==> src/rtl/alu_pkg.sv <==
// Shared types for the sequential ALU: opcodes, control FSM states and
// the iterative engine mode.
package alu_pkg;

  localparam int OP_W = 4;

  typedef enum logic [OP_W-1:0] {
    OP_ADD = 4'd0,
    OP_SUB = 4'd1,
    OP_AND = 4'd2,
    OP_OR  = 4'd3,
    OP_XOR = 4'd4,
    OP_SHL = 4'd5,
    OP_SHR = 4'd6,
    OP_MUL = 4'd7,
    OP_DIV = 4'd8,
    OP_MOD = 4'd9
  } op_t;

  typedef enum logic {
    IDLE = 1'b0,
    RUN  = 1'b1
  } state_t;

  typedef enum logic {
    MODE_MUL = 1'b0,
    MODE_DIV = 1'b1
  } mode_t;

  // DIV and MOD share the restoring divider and the divide-by-zero shortcut.
  function automatic logic is_divide(input op_t o);
    return (o == OP_DIV) || (o == OP_MOD);
  endfunction

endpackage

==> src/rtl/alu_iter.sv <==
// Iterative multiply / divide engine. One product or quotient bit per
// cycle; `last` pulses for one cycle once all N steps are complete.
// MUL:  {hi, lo} = a * b.
// DIV:  lo = a / b (quotient), hi = a % b (remainder); b must be non-zero.
module alu_iter
  import alu_pkg::*;
#(
  parameter int N = 8
) (
  input  logic         clk,
  input  logic         rst,
  input  logic         load,
  input  mode_t        mode,
  input  logic [N-1:0] a,
  input  logic [N-1:0] b,
  output logic [N-1:0] hi,
  output logic [N-1:0] lo,
  output logic         last
);

  localparam int CW = $clog2(N);

  logic [N-1:0]  hi_q, hi_d;
  logic [N-1:0]  lo_q, lo_d;
  logic [N-1:0]  b_q, b_d;
  mode_t         mode_q, mode_d;
  logic          run_q, run_d;
  logic          last_q, last_d;
  logic [CW-1:0] cnt_q, cnt_d;

  logic [N:0]    mul_sum;
  logic [N:0]    div_shift;
  logic [N:0]    div_diff;

  // Step logic: shift-add for MUL, restoring subtract for DIV.
  always_comb begin
    mul_sum   = {1'b0, hi_q} + ({(N+1){lo_q[0]}} & {1'b0, b_q});
    div_shift = {hi_q, lo_q[N-1]};
    div_diff  = div_shift - {1'b0, b_q};

    hi_d   = hi_q;
    lo_d   = lo_q;
    b_d    = b_q;
    mode_d = mode_q;
    run_d  = run_q;
    cnt_d  = cnt_q;
    last_d = 1'b0;

    if (load) begin
      hi_d   = '0;
      lo_d   = a;
      b_d    = b;
      mode_d = mode;
      run_d  = 1'b1;
      cnt_d  = CW'(N - 1);
    end else if (run_q) begin
      if (mode_q == MODE_MUL) begin
        // Multiplier is consumed from lo's LSB while the product enters at the top.
        hi_d = mul_sum[N:1];
        lo_d = {mul_sum[0], lo_q[N-1:1]};
      end else if (!div_diff[N]) begin
        // Partial remainder >= divisor: keep the difference, quotient bit 1.
        hi_d = div_diff[N-1:0];
        lo_d = {lo_q[N-2:0], 1'b1};
      end else begin
        // Restore: keep the shifted remainder, quotient bit 0.
        hi_d = div_shift[N-1:0];
        lo_d = {lo_q[N-2:0], 1'b0};
      end

      if (cnt_q == '0) begin
        run_d  = 1'b0;
        last_d = 1'b1;
      end else begin
        cnt_d = cnt_q - CW'(1);
      end
    end
  end

  // Engine state registers.
  always_ff @(posedge clk or posedge rst) begin
    if (rst) begin
      hi_q   <= '0;
      lo_q   <= '0;
      b_q    <= '0;
      mode_q <= MODE_MUL;
      run_q  <= 1'b0;
      last_q <= 1'b0;
      cnt_q  <= '0;
    end else begin
      hi_q   <= hi_d;
      lo_q   <= lo_d;
      b_q    <= b_d;
      mode_q <= mode_d;
      run_q  <= run_d;
      last_q <= last_d;
      cnt_q  <= cnt_d;
    end
  end

  assign hi   = hi_q;
  assign lo   = lo_q;
  assign last = last_q;

endmodule

==> src/rtl/alu_seq.sv <==
// Sequential ALU: start/done handshake, one-cycle single ops, N-cycle
// MUL/DIV/MOD through alu_iter, and fully registered result and flags.
module alu_seq
  import alu_pkg::*;
#(
  parameter int N = 8
) (
  input  logic         clk,
  input  logic         rst,
  input  logic         start,
  input  logic [3:0]   op,
  input  logic [N-1:0] a,
  input  logic [N-1:0] b,
  output logic [N-1:0] result,
  output logic [N-1:0] result_hi,
  output logic         busy,
  output logic         done,
  output logic         flag_neg,
  output logic         flag_zero,
  output logic         flag_carry,
  output logic         flag_over,
  output logic         flag_dz
);

  localparam int SW = $clog2(N);

  state_t       state_q, state_d;
  op_t          op_q;
  logic [N-1:0] a_q, b_q;
  logic         pend_q;

  op_t          op_in;
  logic         accept;
  logic         iter_in;

  logic [N-1:0] eng_hi, eng_lo;
  logic         eng_last;

  // Single-cycle datapath
  logic [SW-1:0] sh;
  logic [N:0]    sum, diff, shl;
  logic [N:0]    shr;
  logic [N-1:0]  s_res;
  logic          s_n, s_c, s_v, s_dz;

  // Iterative completion datapath
  logic [N-1:0]  f_res, f_hi;
  logic          f_c;

  logic [N-1:0]  result_q, result_d;
  logic [N-1:0]  result_hi_q, result_hi_d;
  logic          busy_q, busy_d;
  logic          done_q, done_d;
  logic          neg_q, neg_d;
  logic          zero_q, zero_d;
  logic          carry_q, carry_d;
  logic          over_q, over_d;
  logic          dz_q, dz_d;

  assign op_in   = op_t'(op);
  assign accept  = start && (state_q == IDLE);
  // Divide by zero is resolved in one cycle instead of entering the divider.
  assign iter_in = (op_in == OP_MUL) || (is_divide(op_in) && (b != '0));

  alu_iter #(.N(N)) u_iter (
    .clk  (clk),
    .rst  (rst),
    .load (accept && iter_in),
    .mode (is_divide(op_in) ? MODE_DIV : MODE_MUL),
    .a    (a),
    .b    (b),
    .hi   (eng_hi),
    .lo   (eng_lo),
    .last (eng_last)
  );

  // Next-state logic: RUN lasts until the engine reports its last step.
  always_comb begin
    state_d = state_q;
    case (state_q)
      IDLE:    if (accept && iter_in) state_d = RUN;
      RUN:     if (eng_last) state_d = IDLE;
      default: state_d = IDLE;
    endcase
  end

  // FSM state register.
  always_ff @(posedge clk or posedge rst) begin
    if (rst) state_q <= IDLE;
    else     state_q <= state_d;
  end

  // Operand capture at accept; pend_q marks a single-cycle op due next edge.
  always_ff @(posedge clk or posedge rst) begin
    if (rst) begin
      op_q   <= OP_ADD;
      a_q    <= '0;
      b_q    <= '0;
      pend_q <= 1'b0;
    end else begin
      pend_q <= accept && !iter_in;
      if (accept) begin
        op_q <= op_in;
        a_q  <= a;
        b_q  <= b;
      end
    end
  end

  // Single-cycle ops from the captured operands (DIV/MOD only reach here with b=0).
  always_comb begin
    sh    = b_q[SW-1:0];
    sum   = {1'b0, a_q} + {1'b0, b_q};
    diff  = {1'b0, a_q} - {1'b0, b_q};
    shl   = {1'b0, a_q} << sh;  // bit N holds the last bit shifted out
    shr   = {a_q, 1'b0} >> sh;  // bit 0 holds the last bit shifted out
    s_res = '0;
    s_n   = 1'b0;
    s_c   = 1'b0;
    s_v   = 1'b0;
    s_dz  = 1'b0;
    case (op_q)
      OP_ADD: begin
        s_res = sum[N-1:0];
        s_n   = sum[N-1];
        s_c   = sum[N];
        s_v   = (a_q[N-1] == b_q[N-1]) && (sum[N-1] != a_q[N-1]);
      end
      OP_SUB: begin
        s_res = diff[N-1:0];
        s_n   = diff[N-1];
        s_c   = diff[N];
        s_v   = (a_q[N-1] != b_q[N-1]) && (diff[N-1] != a_q[N-1]);
      end
      OP_AND: s_res = a_q & b_q;
      OP_OR:  s_res = a_q | b_q;
      OP_XOR: s_res = a_q ^ b_q;
      OP_SHL: begin
        s_res = shl[N-1:0];
        s_c   = shl[N];
      end
      OP_SHR: begin
        s_res = shr[N:1];
        s_c   = shr[0];
      end
      OP_DIV: begin
        s_res = '1;
        s_dz  = 1'b1;
      end
      OP_MOD: begin
        s_res = a_q;
        s_dz  = 1'b1;
      end
      default: s_res = '0;
    endcase
  end

  // Map engine outputs to the result ports for the op that finished.
  always_comb begin
    f_res = (op_q == OP_MOD) ? eng_hi : eng_lo;
    f_hi  = (op_q == OP_MUL) ? eng_hi : '0;
    f_c   = (op_q == OP_MUL) && (eng_hi != '0);
  end

  // Output next-state: results and flags only move on the edge raising done.
  always_comb begin
    result_d    = result_q;
    result_hi_d = result_hi_q;
    neg_d       = neg_q;
    zero_d      = zero_q;
    carry_d     = carry_q;
    over_d      = over_q;
    dz_d        = dz_q;
    done_d      = 1'b0;
    busy_d      = (state_q == RUN) && !eng_last;

    if (pend_q) begin
      result_d    = s_res;
      result_hi_d = '0;
      neg_d       = s_n;
      zero_d      = (s_res == '0);
      carry_d     = s_c;
      over_d      = s_v;
      dz_d        = s_dz;
      done_d      = 1'b1;
    end else if ((state_q == RUN) && eng_last) begin
      result_d    = f_res;
      result_hi_d = f_hi;
      neg_d       = 1'b0;
      zero_d      = ({f_hi, f_res} == '0);
      carry_d     = f_c;
      over_d      = 1'b0;
      dz_d        = 1'b0;
      done_d      = 1'b1;
    end
  end

  // Output registers.
  always_ff @(posedge clk or posedge rst) begin
    if (rst) begin
      result_q    <= '0;
      result_hi_q <= '0;
      busy_q      <= 1'b0;
      done_q      <= 1'b0;
      neg_q       <= 1'b0;
      zero_q      <= 1'b0;
      carry_q     <= 1'b0;
      over_q      <= 1'b0;
      dz_q        <= 1'b0;
    end else begin
      result_q    <= result_d;
      result_hi_q <= result_hi_d;
      busy_q      <= busy_d;
      done_q      <= done_d;
      neg_q       <= neg_d;
      zero_q      <= zero_d;
      carry_q     <= carry_d;
      over_q      <= over_d;
      dz_q        <= dz_d;
    end
  end

  assign result     = result_q;
  assign result_hi  = result_hi_q;
  assign busy       = busy_q;
  assign done       = done_q;
  assign flag_neg   = neg_q;
  assign flag_zero  = zero_q;
  assign flag_carry = carry_q;
  assign flag_over  = over_q;
  assign flag_dz    = dz_q;

endmodule

==> config.mk <==
export PLATFORM = sky130hd
export DESIGN_NAME = alu_seq
export DESIGN_NICKNAME = d
export VERILOG_FILES = /design/src/rtl/alu_pkg.sv /design/src/rtl/alu_iter.sv /design/src/rtl/alu_seq.sv
export SDC_FILE = /design/constraint.sdc
export NUM_CORES = 1
export LEC_CHECK = 0
export BUFFER_PORTS_ARGS = -buffer_cell sky130_fd_sc_hd__buf_2
export CORE_ASPECT_RATIO = 0.6
export CORE_MARGIN = 2
export CORE_UTILIZATION = 30
export DETAILED_ROUTE_END_ITERATION = 12
export PLACE_DENSITY = 0.47
export SYNTH_ARGS = -nofsm -noshare
export SYNTH_HDL_FRONTEND = slang
export SYNTH_SLANG_ARGS = --single-unit
==> constraint.sdc <==
create_clock -name clk -period 3.2 [get_ports clk]
set_input_delay 0.32 -clock clk [delete_from_list [all_inputs] [get_ports clk]]
set_output_delay 0.32 -clock clk [all_outputs]
set_load 0.005 [all_outputs]
==> results of run 1 <==
## final cells by class
type	count	area, um2	share of cell area
clock buffer	12	267	0.0380
tap	266	333	0.0474
clock inverter	4	47.5	0.00677
multi-input combinational	520	3720	0.530
sequential	75	1880	0.268
timing repair buffer	97	616	0.0877
inverter	41	155	0.0221
## per-stage QoR
step | power, mW | std cells | setup TNS, ns | util | area (um2)
final | 8.65 | 1015 | 0 | 0.365 | 7020
after global routing | 9.33 | 1015 | -0.0315 | 0.365 | 7020
after CTS | 8.51 | 1015 | 0 | 0.364 | 7010
after detailed placement | 7.39 | 999 | 0 | 0.348 | 6690
after global placement | 7.36 | 999 | 0 | 0.348 | 6690
after floorplan | 5.43 | 680 | 0 | - | 5930
## what timing repair did
item,CTS,global route
setup buffers,0,0
endpoints found under the setup margin,0,5
gates resized for setup,0,6
## power groups by stage
stage                     Clock [mW]  Sequential, mW  Combinational (mW)
after global routing            1.16            1.92                6.25
after global placement             0            1.85                5.51
after CTS                       1.12            1.85                5.55
after floorplan                    0            1.68                3.75
after detailed placement           0            1.86                5.53
final                           1.10            1.87                5.69
## how the worst max path moves through the flow
stage / from / to
3_3_place_gp: a_q[0]$_DFFE_PP0P_ / flag_zero$_DFFE_PP0P_
6_report: a_q[1]$_DFFE_PP0P_ / flag_zero$_DFFE_PP0P_
3_5_place_dp: a_q[1]$_DFFE_PP0P_ / flag_zero$_DFFE_PP0P_
5_1_grt: a_q[0]$_DFFE_PP0P_ / flag_zero$_DFFE_PP0P_
4_1_cts: a_q[1]$_DFFE_PP0P_ / flag_zero$_DFFE_PP0P_
2_1_floorplan: b_q[1]$_DFFE_PP0P_ / flag_zero$_DFFE_PP0P_
## worst register-to-register path, cell delays in order (launching register included)
cell and delay, ns:
sky130_fd_sc_hd__dfrtp_1 0.43, sky130_fd_sc_hd__inv_1 0.14, sky130_fd_sc_hd__ha_1 0.36, sky130_fd_sc_hd__a21o_1 0.19, sky130_fd_sc_hd__o21ai_1 0.25, sky130_fd_sc_hd__o2bb2ai_1 0.29, sky130_fd_sc_hd__xnor2_1 0.11, sky130_fd_sc_hd__a311oi_1 0.28
sky130_fd_sc_hd__o21ai_0 0.19, sky130_fd_sc_hd__or4_4 0.56, sky130_fd_sc_hd__o31ai_2 0.22
## Yosys cell counts, types with 5 or more instances
| cell | instances |
|---|---|
| sky130_fd_sc_hd__dfrtp_1 | 75 |
| sky130_fd_sc_hd__nand2_1 | 68 |
| sky130_fd_sc_hd__o21ai_0 | 59 |
| sky130_fd_sc_hd__a21oi_1 | 47 |
| sky130_fd_sc_hd__nor2_1 | 47 |
| sky130_fd_sc_hd__ha_1 | 43 |
| sky130_fd_sc_hd__inv_1 | 41 |
| sky130_fd_sc_hd__clkbuf_1 | 28 |
| sky130_fd_sc_hd__mux2i_1 | 27 |
| sky130_fd_sc_hd__mux2_2 | 25 |
| sky130_fd_sc_hd__nor3_1 | 15 |
| sky130_fd_sc_hd__nand3_1 | 14 |
| sky130_fd_sc_hd__nor2b_1 | 14 |
| sky130_fd_sc_hd__o211ai_1 | 12 |
| sky130_fd_sc_hd__and2_1 | 11 |
| sky130_fd_sc_hd__xnor2_1 | 11 |
| sky130_fd_sc_hd__a22o_1 | 10 |
| sky130_fd_sc_hd__xor2_1 | 10 |
| sky130_fd_sc_hd__buf_2 | 9 |
| sky130_fd_sc_hd__a21o_1 | 7 |
| sky130_fd_sc_hd__a211oi_1 | 6 |
| sky130_fd_sc_hd__nor4_1 | 6 |
| sky130_fd_sc_hd__o21bai_1 | 6 |
| sky130_fd_sc_hd__nand2b_1 | 5 |
## sequential cells by signal (all words and copies together), names as in the netlist, 3 cells and up
name          count
a_q               8
u_iter.cnt_q      3
b_q               8
result_hi         8
u_iter.lo         8
u_iter.b_q        8
result            8
op_q              4
u_iter.hi         8
## cells by family after synthesis
family | after synthesis | share of synthesized area
AO/OA/AOI/OAI | 192 | 0.212
XOR/XNOR | 21 | 0.0310
adder cells (fa/ha/maj) | 47 | 0.104
buffers and inverters | 85 | 0.0588
flip-flops | 75 | 0.316
multiplexers | 57 | 0.113
AND/OR/NAND/NOR | 203 | 0.165
## layer usage
metal	GRT usage	share of wire	up-vias
met2	0.252	0.34	201
met1	0.362	0.55	2653
li1	-	-	2562
met4	0.0346	0.0068	0
met5	0	0	-
met3	0.0769	0.10	12
==> summary.md, run 1 <==
| Metric | Value |
|---|---|
| Outcome | `finished, violations left` |
| Violations in the final reports | `negative hold slack` |
| Leakage Power | `3.17 nW` |
| Number of warnings printed during yosys synthesis | `0` |
| Effective utilization at floorplan | `0.309` |
| Fraction of synthesized cell area taken by the top area cell type | `0.316` |
| Cell with the largest stage delay on the worst path | `sky130_fd_sc_hd__or4_4` |
| Count of pins on the block boundary | `46` |
| Clock Path Buffers | `2` |
| Leading cell type in the layout, fill and taps excluded | `sky130_fd_sc_hd__dfrtp_1` |
| Maximum clock frequency | `0.322 GHz` |
| Count of endpoints failing setup in the final report | `0` |
| Path type of the worst setup path | `reg -> reg` |
| Worst Setup End Kind | `register` |
| Post-DR vias/cell | `5.35` |
| Net count after synthesis | `750` |
| Full die area | `21000 um2` |
| Share of the clock period used by the worst path | `0.970` |
| All-Layer GR Usage | `0.216` |
| Type of the most critical hold path | `in -> async` |
| RSZ-0062 raised after global routing | `yes` |
| Clock tree from TritonCTS | `built` |
| Cell Int Power | `4.41 mW` |
| Gr ovfl total | `0` |
| Proportion of power drawn by the clock network | `0.127` |
| Reg2Reg Launch Point | `a_q[1]$_DFFE_PP0P_` |
| Sinks on the clock net | `75` |
| Average footprint of a synthesized cell | `8.73 um2` |
| Number of optimization iterations in the first detailed-route pass | `5` |
| Switching part of the total power | `0.490` |
| Critical path buffer and inverter count | `1` |
| Tightest slew margin relative to the limit | `0.525` |
| Reg2reg path depth | `10` |
| CP cell instances | `inv_1, ha_1, a21o_1, o21ai_1, o2bb2ai_1, xnor2_1, a311oi_1, o21ai_0, or4_4, o31ai_2` |
| Iteration-0 DRC Markers | `464` |
| Final Skew | `0.0103 ns` |
| Post-Synthesis Cell Area | `5930 um2` |
| Number of buffer cells added on primary ports | `45` |
| Vias after detailed routing | `5428` |
| Number of nets in the layout | `814` |
| Number of cell rows | `39` |
| Yosys cell types | `67` |
| Final worst path period need | `3.11 ns` |
| Kind of cell with the highest combined delay on the critical path | `compound AO/OA/AOI/OAI gates` |
| Crit path max fanout | `4` |
| Number of diodes | `0` |
| Area inside the core boundary | `19200 um2` |
| Most common flop cell mapped by yosys | `sky130_fd_sc_hd__dfrtp_1` |
| DRT Wirelength | `21.5 mm` |
| Worst Path Required | `3.46 ns` |
| Chip Width | `186 um` |
| Capture point of the worst reg-to-reg path | `flag_zero$_DFFE_PP0P_` |
| Number of buffers inserted during clock tree synthesis | `9` |
| Post-synth EDFFs | `0` |
| Ranking of synthesized cells by area | `sky130_fd_sc_hd__dfrtp_1 32%, sky130_fd_sc_hd__ha_1 9.1%, sky130_fd_sc_hd__o21ai_0 5.0%, sky130_fd_sc_hd__mux2_2 4.7%, sky130_fd_sc_hd__mux2i_1 4.6%` |
| Clock Pin Slew Worst Setup and Hold Paths | `0.06 ns` |
| Max Cap Violations | `0` |
| First-pass GRT wire length | `33.6 mm` |
| Number of cells produced by synthesis | `680` |
| Share of total power in combinational logic | `0.657` |
| Hold violation total from the final report | `1` |
| Clock insertion delay at the later pin of the skew report | `0.35 ns` |
| Maximum number of pins on one net before global-route repair | `29` |
| Worst hold margin | `-0.00477 ns` |
| RD Place Congestion | `0.959` |
| Proportion of power drawn by flip-flops and latches | `0.216` |
| FILL cells | `2042` |
| HPWL after DPL | `17.3 mm` |
| Area growth, synth to finish | `18.3%` |
| Number of hold buffers added after CTS | `0` |
| Remaining antenna violation count | `0` |
| Worst-case register-to-register setup slack | `0.09 ns` |
| Height of the chip | `113 um` |
| Final number of max-transition violations | `0` |
| Number of global-route vias before repair | `5354` |
| Transition at the pin with the smallest max-transition slack | `0.708 ns` |
| Final routed DRC violation total | `0` |
| Pre-CTS setup slack | `0.0417 ns` |
| Htree depth | `3` |
| Power per unit of standard cell area | `1230 nW/um2` |
| Delay of the slowest critical-path stage | `0.56 ns` |
| Smallest setup slack after layout | `0.0946 ns` |
| Fraction of the yosys area taken by sequential cells | `0.316` |
| Arrival time of data at the critical path endpoint | `3.36 ns` |
| Worst voltage drop across the vdd grid | `343 uV` |
| Net switching power | `4.24 mW` |
| Cell accounting for the most synthesized area | `sky130_fd_sc_hd__dfrtp_1` |
| Critical path depth | `10` |
| Post-detailed-route wirelength per cell | `21.2 um` |
| Leading cell types in the layout, fill and taps excluded | `74 x sky130_fd_sc_hd__dfrtp_1, 68 x sky130_fd_sc_hd__nand2_1, 57 x sky130_fd_sc_hd__o21ai_0` |
| Fraction of layout instances using a drive strength above 1 | `0.212` |
| Type of element launching the critical path | `register` |
| Share of async-settable or async-resettable flops after synthesis | `1.00` |
| Number of synthesized register bits | `75` |
| Number of antenna violations at the first check in global routing | `0` |
| Root buffer selected by CTS | `sky130_fd_sc_hd__clkbuf_16` |
No activity file was read; power rests on OpenSTA's default activity.
==> inputs of run 2 (changes only) <==
MAX_ROUTING_LAYER = met4   (was unset)
PLACE_DENSITY = 0.52   (was 0.47)
==> summary.md, run 2 (same netlist as run 1, synthesis figures left out) <==
| Metric | Value |
|---|---|
| Final Skew | `0.0117 ns` |
| Number of buffers inserted during clock tree synthesis | `9` |
| Critical path depth | `13` |
| Power per unit of standard cell area | `1220 nW/um2` |
| Sinks on the clock net | `75` |
| Type of element launching the critical path | `register` |
| Transition at the pin with the smallest max-transition slack | `0.918 ns` |
| Capture point of the worst reg-to-reg path | `u_iter.hi[3]$_DFFE_PP0P_` |
| Hold violation total from the final report | `0` |
| Maximum number of pins on one net before global-route repair | `48` |
| Path type of the worst setup path | `reg -> reg` |
| Post-DR vias/cell | `5.25` |
| Type of the most critical hold path | `in -> async` |
| Height of the chip | `113 um` |
| Count of endpoints failing setup in the final report | `0` |
| Number of global-route vias before repair | `5006` |
| Max Cap Violations | `0` |
| Proportion of power drawn by the clock network | `0.125` |
| Number of cell rows | `39` |
| Vias after detailed routing | `5349` |
| Iteration-0 DRC Markers | `597` |
| Share of the clock period used by the worst path | `0.932` |
| Effective utilization at floorplan | `0.309` |
| Number of diodes | `0` |
| Worst hold margin | `0.148 ns` |
| Delay of the slowest critical-path stage | `0.43 ns` |
| Critical path buffer and inverter count | `3` |
| Leading cell types in the layout, fill and taps excluded | `75 x sky130_fd_sc_hd__dfrtp_1, 68 x sky130_fd_sc_hd__nand2_1, 58 x sky130_fd_sc_hd__o21ai_0` |
| Proportion of power drawn by flip-flops and latches | `0.214` |
| Clock Path Buffers | `2` |
| Crit path max fanout | `11` |
| Post-route setup TNS | `0 ns` |
| RSZ-0062 raised after global routing | `no` |
| Worst-case register-to-register setup slack | `0.22 ns` |
| Number of antenna violations at the first check in global routing | `0` |
| Net switching power | `4.19 mW` |
| RD Place Congestion | `0.951` |
| Leading cell type in the layout, fill and taps excluded | `sky130_fd_sc_hd__dfrtp_1` |
| Leakage Power | `3.20 nW` |
| Post-detailed-route wirelength per cell | `20.6 um` |
| Number of nets in the layout | `818` |
| Number of hold buffers added after CTS | `0` |
| Full die area | `21000 um2` |
| Clock Pin Slew Worst Setup and Hold Paths | `0.06 ns` |
| Worst Path Required | `3.42 ns` |
| Final number of max-transition violations | `0` |
| Post-CTS setup buffer count | `0` |
| Clock tree from TritonCTS | `built` |
| First-pass GRT wire length | `31.9 mm` |
| Reg2Reg Launch Point | `u_iter.lo[7]$_DFFE_PP0P_` |
| Maximum clock frequency | `0.335 GHz` |
| Clock insertion delay at the later pin of the skew report | `0.35 ns` |
| Reg2reg path depth | `13` |
| Switching part of the total power | `0.485` |
| Htree depth | `3` |
| Fraction of layout instances using a drive strength above 1 | `0.213` |
| Arrival time of data at the critical path endpoint | `3.20 ns` |
| Quantity of gates resized following cts | `0` |
| Final worst path period need | `2.98 ns` |
| Worst setup path startpoint | `u_iter.lo[7]$_DFFE_PP0P_` |
| Area growth, synth to finish | `19.0%` |
| Cell with the largest stage delay on the worst path | `sky130_fd_sc_hd__dfrtp_1` |
| Kind of cell with the highest combined delay on the critical path | `compound AO/OA/AOI/OAI gates` |
| Remaining antenna violation count | `0` |
| Outcome | `finished, final reports clean` |
| Share of total power in combinational logic | `0.661` |
| Number of optimization iterations in the first detailed-route pass | `5` |
| Root buffer selected by CTS | `sky130_fd_sc_hd__clkbuf_16` |
| Cell Int Power | `4.45 mW` |
| CP cell instances | `inv_1, ha_1, inv_1, fa_1, a21oi_2, o21ai_0, a21oi_2, o2bb2ai_1, xor2_1, buf_4, mux2_2, o211ai_1, a21oi_1` |
| Gr ovfl total | `0` |
| DRT Wirelength | `21.0 mm` |
| Worst voltage drop across the vdd grid | `363 uV` |
| Worst Setup End Kind | `register` |
| Area inside the core boundary | `19200 um2` |
| Final routed DRC violation total | `0` |
| All-Layer GR Usage | `0.214` |
| Chip Width | `186 um` |
| Count of pins on the block boundary | `46` |
| HPWL after DPL | `16.8 mm` |
| Number of buffer cells added on primary ports | `45` |
| Tightest slew margin relative to the limit | `0.388` |
## run 2: cell types whose count changed in the layout (fill, tap and decap cells not counted), sizes merged
cell,previous run,this run
clkinv,3,1
buf,97,101
inv,40,41
## run 2: routing by layer
metal,track usage,wire length (um),share of wire,vias to the layer above
li1,-,-,-,2571
met1,0.354,12000,0.57,2583
met2,0.233,7030,0.33,193
met3,0.0792,1900,0.090,2
met4,0.0236,31,0.0015,0
met5,-,0,0,-
## run 2: worst reg2reg max path, stage by stage (launching register included)
cell	delay, ns
sky130_fd_sc_hd__dfrtp_1	0.43
sky130_fd_sc_hd__inv_1	0.15
sky130_fd_sc_hd__ha_1	0.20
sky130_fd_sc_hd__inv_1	0.06
sky130_fd_sc_hd__fa_1	0.41
sky130_fd_sc_hd__a21oi_2	0.18
sky130_fd_sc_hd__o21ai_0	0.13
sky130_fd_sc_hd__a21oi_2	0.18
sky130_fd_sc_hd__o2bb2ai_1	0.15
sky130_fd_sc_hd__xor2_1	0.16
sky130_fd_sc_hd__buf_4	0.22
sky130_fd_sc_hd__mux2_2	0.35
sky130_fd_sc_hd__o211ai_1	0.15
sky130_fd_sc_hd__a21oi_1	0.08
## run 2: stage by stage
| step | setup slack [ns] | power, mW | cell area (um2) | std cells | util |
|---|---|---|---|---|---|
| floorplan | 0.241 | 5.43 | 5930 | 680 | - |
| global placement | 0.225 | 7.42 | 6750 | 1003 | 0.351 |
| detailed placement | 0.184 | 7.36 | 6750 | 1003 | 0.351 |
| CTS | 0.156 | 8.47 | 7050 | 1018 | 0.367 |
| global route | 0.0264 | 9.29 | 7060 | 1018 | 0.367 |
| finish | 0.218 | 8.64 | 7060 | 1018 | 0.367 |
## run 2: layout make-up
| cell class | instances | area [um2] |
|---|---|---|
| clock buffer | 12 | 256 |
| clock inverter | 3 | 46.3 |
| fill | 2027 | 12200 |
| inverter | 41 | 155 |
| multi-input combinational | 520 | 3720 |
| sequential | 75 | 1880 |
| tap | 266 | 333 |
| timing repair buffer | 101 | 671 |
## run 2: power by group through the flow
stage | clock network (mW) | logic (mW) | registers (mW)
after floorplan | 0 | 3.75 | 1.68
after global placement | 0 | 5.57 | 1.85
after detailed placement | 0 | 5.52 | 1.84
after CTS | 1.10 | 5.55 | 1.83
after global routing | 1.14 | 6.24 | 1.90
final | 1.08 | 5.71 | 1.85
## run 2: worst max path at each step
stage	endpoint	slack [ns]
after global placement	u_iter.hi[3]$_DFFE_PP0P_	0.23
after global routing	u_iter.hi[3]$_DFFE_PP0P_	0.03
after detailed placement	u_iter.hi[3]$_DFFE_PP0P_	0.18
after CTS	u_iter.hi[3]$_DFFE_PP0P_	0.16
final	u_iter.hi[3]$_DFFE_PP0P_	0.22
after floorplan	flag_zero$_DFFE_PP0P_	0.24
==> inputs of run 3 (changes only) <==
REMOVE_ABC_BUFFERS = 1   (was unset)
==> summary.md, run 3 (same netlist as run 1, synthesis figures left out) <==
| Metric | Value |
|---|---|
| Number of nets in the layout | `815` |
| Number of buffer cells added on primary ports | `45` |
| Maximum number of pins on one net before global-route repair | `50` |
| Count of pins on the block boundary | `46` |
| Number of global-route vias before repair | `5066` |
| Clock tree from TritonCTS | `built` |
| Max Cap Violations | `0` |
| CP endpoint | `flag_zero$_DFFE_PP0P_` |
| All-Layer GR Usage | `0.210` |
| Worst Path Required | `3.45 ns` |
| Worst setup path startpoint | `a_q[1]$_DFFE_PP0P_` |
| Outcome | `finished, final reports clean` |
| Sinks on the clock net | `75` |
| RD Place Congestion | `1.00` |
| DRT Wirelength | `20.7 mm` |
| Post-route setup TNS | `0 ns` |
| Capture point of the worst reg-to-reg path | `flag_zero$_DFFE_PP0P_` |
| Clock Pin Slew Worst Setup and Hold Paths | `0.07 ns` |
| Hold violation total from the final report | `0` |
| Post-DR vias/cell | `5.36` |
| Total power draw | `8.67 mW` |
| Final number of max-transition violations | `0` |
| Final Skew | `0.00963 ns` |
| Reg2reg path depth | `10` |
| Crit path max fanout | `11` |
| Htree depth | `3` |
| Worst Setup End Kind | `register` |
| Leading cell type in the layout, fill and taps excluded | `sky130_fd_sc_hd__dfrtp_1` |
| Maximum clock frequency | `0.327 GHz` |
| Number of diodes | `0` |
| Number of cell rows | `39` |
| First-pass GRT wire length | `31.5 mm` |
| Leading cell types in the layout, fill and taps excluded | `75 x sky130_fd_sc_hd__dfrtp_1, 68 x sky130_fd_sc_hd__nand2_1, 59 x sky130_fd_sc_hd__o21ai_0` |
| Number of hold buffers added after CTS | `0` |
| Area growth, synth to finish | `18.4%` |
| Iteration-0 DRC Markers | `629` |
| FILL cells | `2024` |
| Power per unit of standard cell area | `1230 nW/um2` |
| Tightest slew margin relative to the limit | `0.354` |
| Vias after detailed routing | `5443` |
| Root buffer selected by CTS | `sky130_fd_sc_hd__clkbuf_16` |
| Number of antenna violations at the first check in global routing | `0` |
| Post-detailed-route wirelength per cell | `20.4 um` |
| Height of the chip | `113 um` |
| Number of optimization iterations in the first detailed-route pass | `5` |
| Effective utilization at floorplan | `0.309` |
| Final routed DRC violation total | `0` |
| Reg2Reg Launch Point | `a_q[1]$_DFFE_PP0P_` |
| RSZ-0062 raised after global routing | `no` |
| Arrival time of data at the critical path endpoint | `3.31 ns` |
| Type of element launching the critical path | `register` |
| Area inside the core boundary | `19200 um2` |
| Chip Width | `186 um` |
| Clock insertion delay at the later pin of the skew report | `0.34 ns` |
| Worst voltage drop across the vdd grid | `425 uV` |
| Leakage Power | `3.18 nW` |
| Type of the most critical hold path | `in -> async` |
| Gr ovfl total | `0` |
| Remaining antenna violation count | `0` |
| Share of the clock period used by the worst path | `0.956` |
| Number of buffers inserted during clock tree synthesis | `9` |
| Final worst path period need | `3.06 ns` |
| Path type of the worst setup path | `reg -> reg` |
| Full die area | `21000 um2` |
| Clock Path Buffers | `2` |
| Fraction of layout instances using a drive strength above 1 | `0.209` |
| Transition at the pin with the smallest max-transition slack | `0.962 ns` |
| HPWL after DPL | `16.4 mm` |
| Worst-case register-to-register setup slack | `0.14 ns` |
| Count of endpoints failing setup in the final report | `0` |
-- run 3: area by class of cell --
type,count,area [um2],share of cell area
well taps,266,333,0.0474
inverters,41,155,0.0221
clock buffers,10,229,0.0326
repair buffers,98,627,0.0892
multi-input cells,520,3720,0.529
clock inverters,6,88.8,0.0126
flip-flops and latches,75,1880,0.267
-- run 3: worst max-delay path, cell delays in order (launching register included) --
cell	delay (ns)
sky130_fd_sc_hd__dfrtp_1	0.39
sky130_fd_sc_hd__buf_4	0.19
sky130_fd_sc_hd__ha_1	0.23
sky130_fd_sc_hd__a21o_1	0.19
sky130_fd_sc_hd__o21ai_0	0.33
sky130_fd_sc_hd__o2bb2ai_1	0.22
sky130_fd_sc_hd__xnor2_1	0.11
sky130_fd_sc_hd__a311oi_1	0.29
sky130_fd_sc_hd__o21ai_0	0.23
sky130_fd_sc_hd__or4_4	0.58
sky130_fd_sc_hd__o31ai_2	0.21
-- run 3: what timing repair did --
action                                  4_1_cts  5_1_grt
gates resized for setup                       0        3
endpoints found under the setup margin        0        4
buffers inserted                              0        0
-- run 3: per-stage QoR --
stage / hold WS, ns / utilization / std cells / cell area (um2) / setup WS, ns
floorplan: 0.425 / - / 636 / 5740 / 0.0219
global placement: 0.467 / 0.348 / 1000 / 6700 / 0.204
detailed placement: 0.476 / 0.348 / 1000 / 6700 / 0.144
CTS: 0.151 / 0.365 / 1016 / 7020 / 0.132
global route: 0.191 / 0.366 / 1016 / 7030 / 0.0161
finish: 0.125 / 0.366 / 1016 / 7030 / 0.142
-- run 3: worst min-delay path by stage --
stage | slack (ns) | to | cells after the start | from
6_report | 0.12 | u_iter.lo[1]$_DFFE_PP0P_ | 2 | rst
5_1_grt | 0.19 | u_iter.lo[1]$_DFFE_PP0P_ | 2 | rst
4_1_cts | 0.15 | u_iter.lo[1]$_DFFE_PP0P_ | 2 | rst
3_5_place_dp | 0.48 | busy$_DFF_PP0_ | 1 | u_iter.last$_DFF_PP0_
3_3_place_gp | 0.47 | busy$_DFF_PP0_ | 1 | u_iter.last$_DFF_PP0_
2_1_floorplan | 0.43 | u_iter.b_q[0]$_DFFE_PP0P_ | 2 | b[0]
-- run 3: routing by layer --
metal  vias up  track usage  share of wire
met5         -            -              0
met4         0       0.0257         0.0055
met3        14       0.0785           0.12
met2       249        0.222           0.33
met1      2615        0.351           0.55
li1       2565            -              -
-- run 3: power breakdown --
group | internal (mW) | switching, mW | leakage (nW) | total (mW)
clock | 0.685 | 0.425 | 0.149 | 1.11
sequential | 1.33 | 0.539 | 0.939 | 1.87
combinational | 2.43 | 3.26 | 2.09 | 5.69
total | 4.45 | 4.22 | 3.18 | 8.67
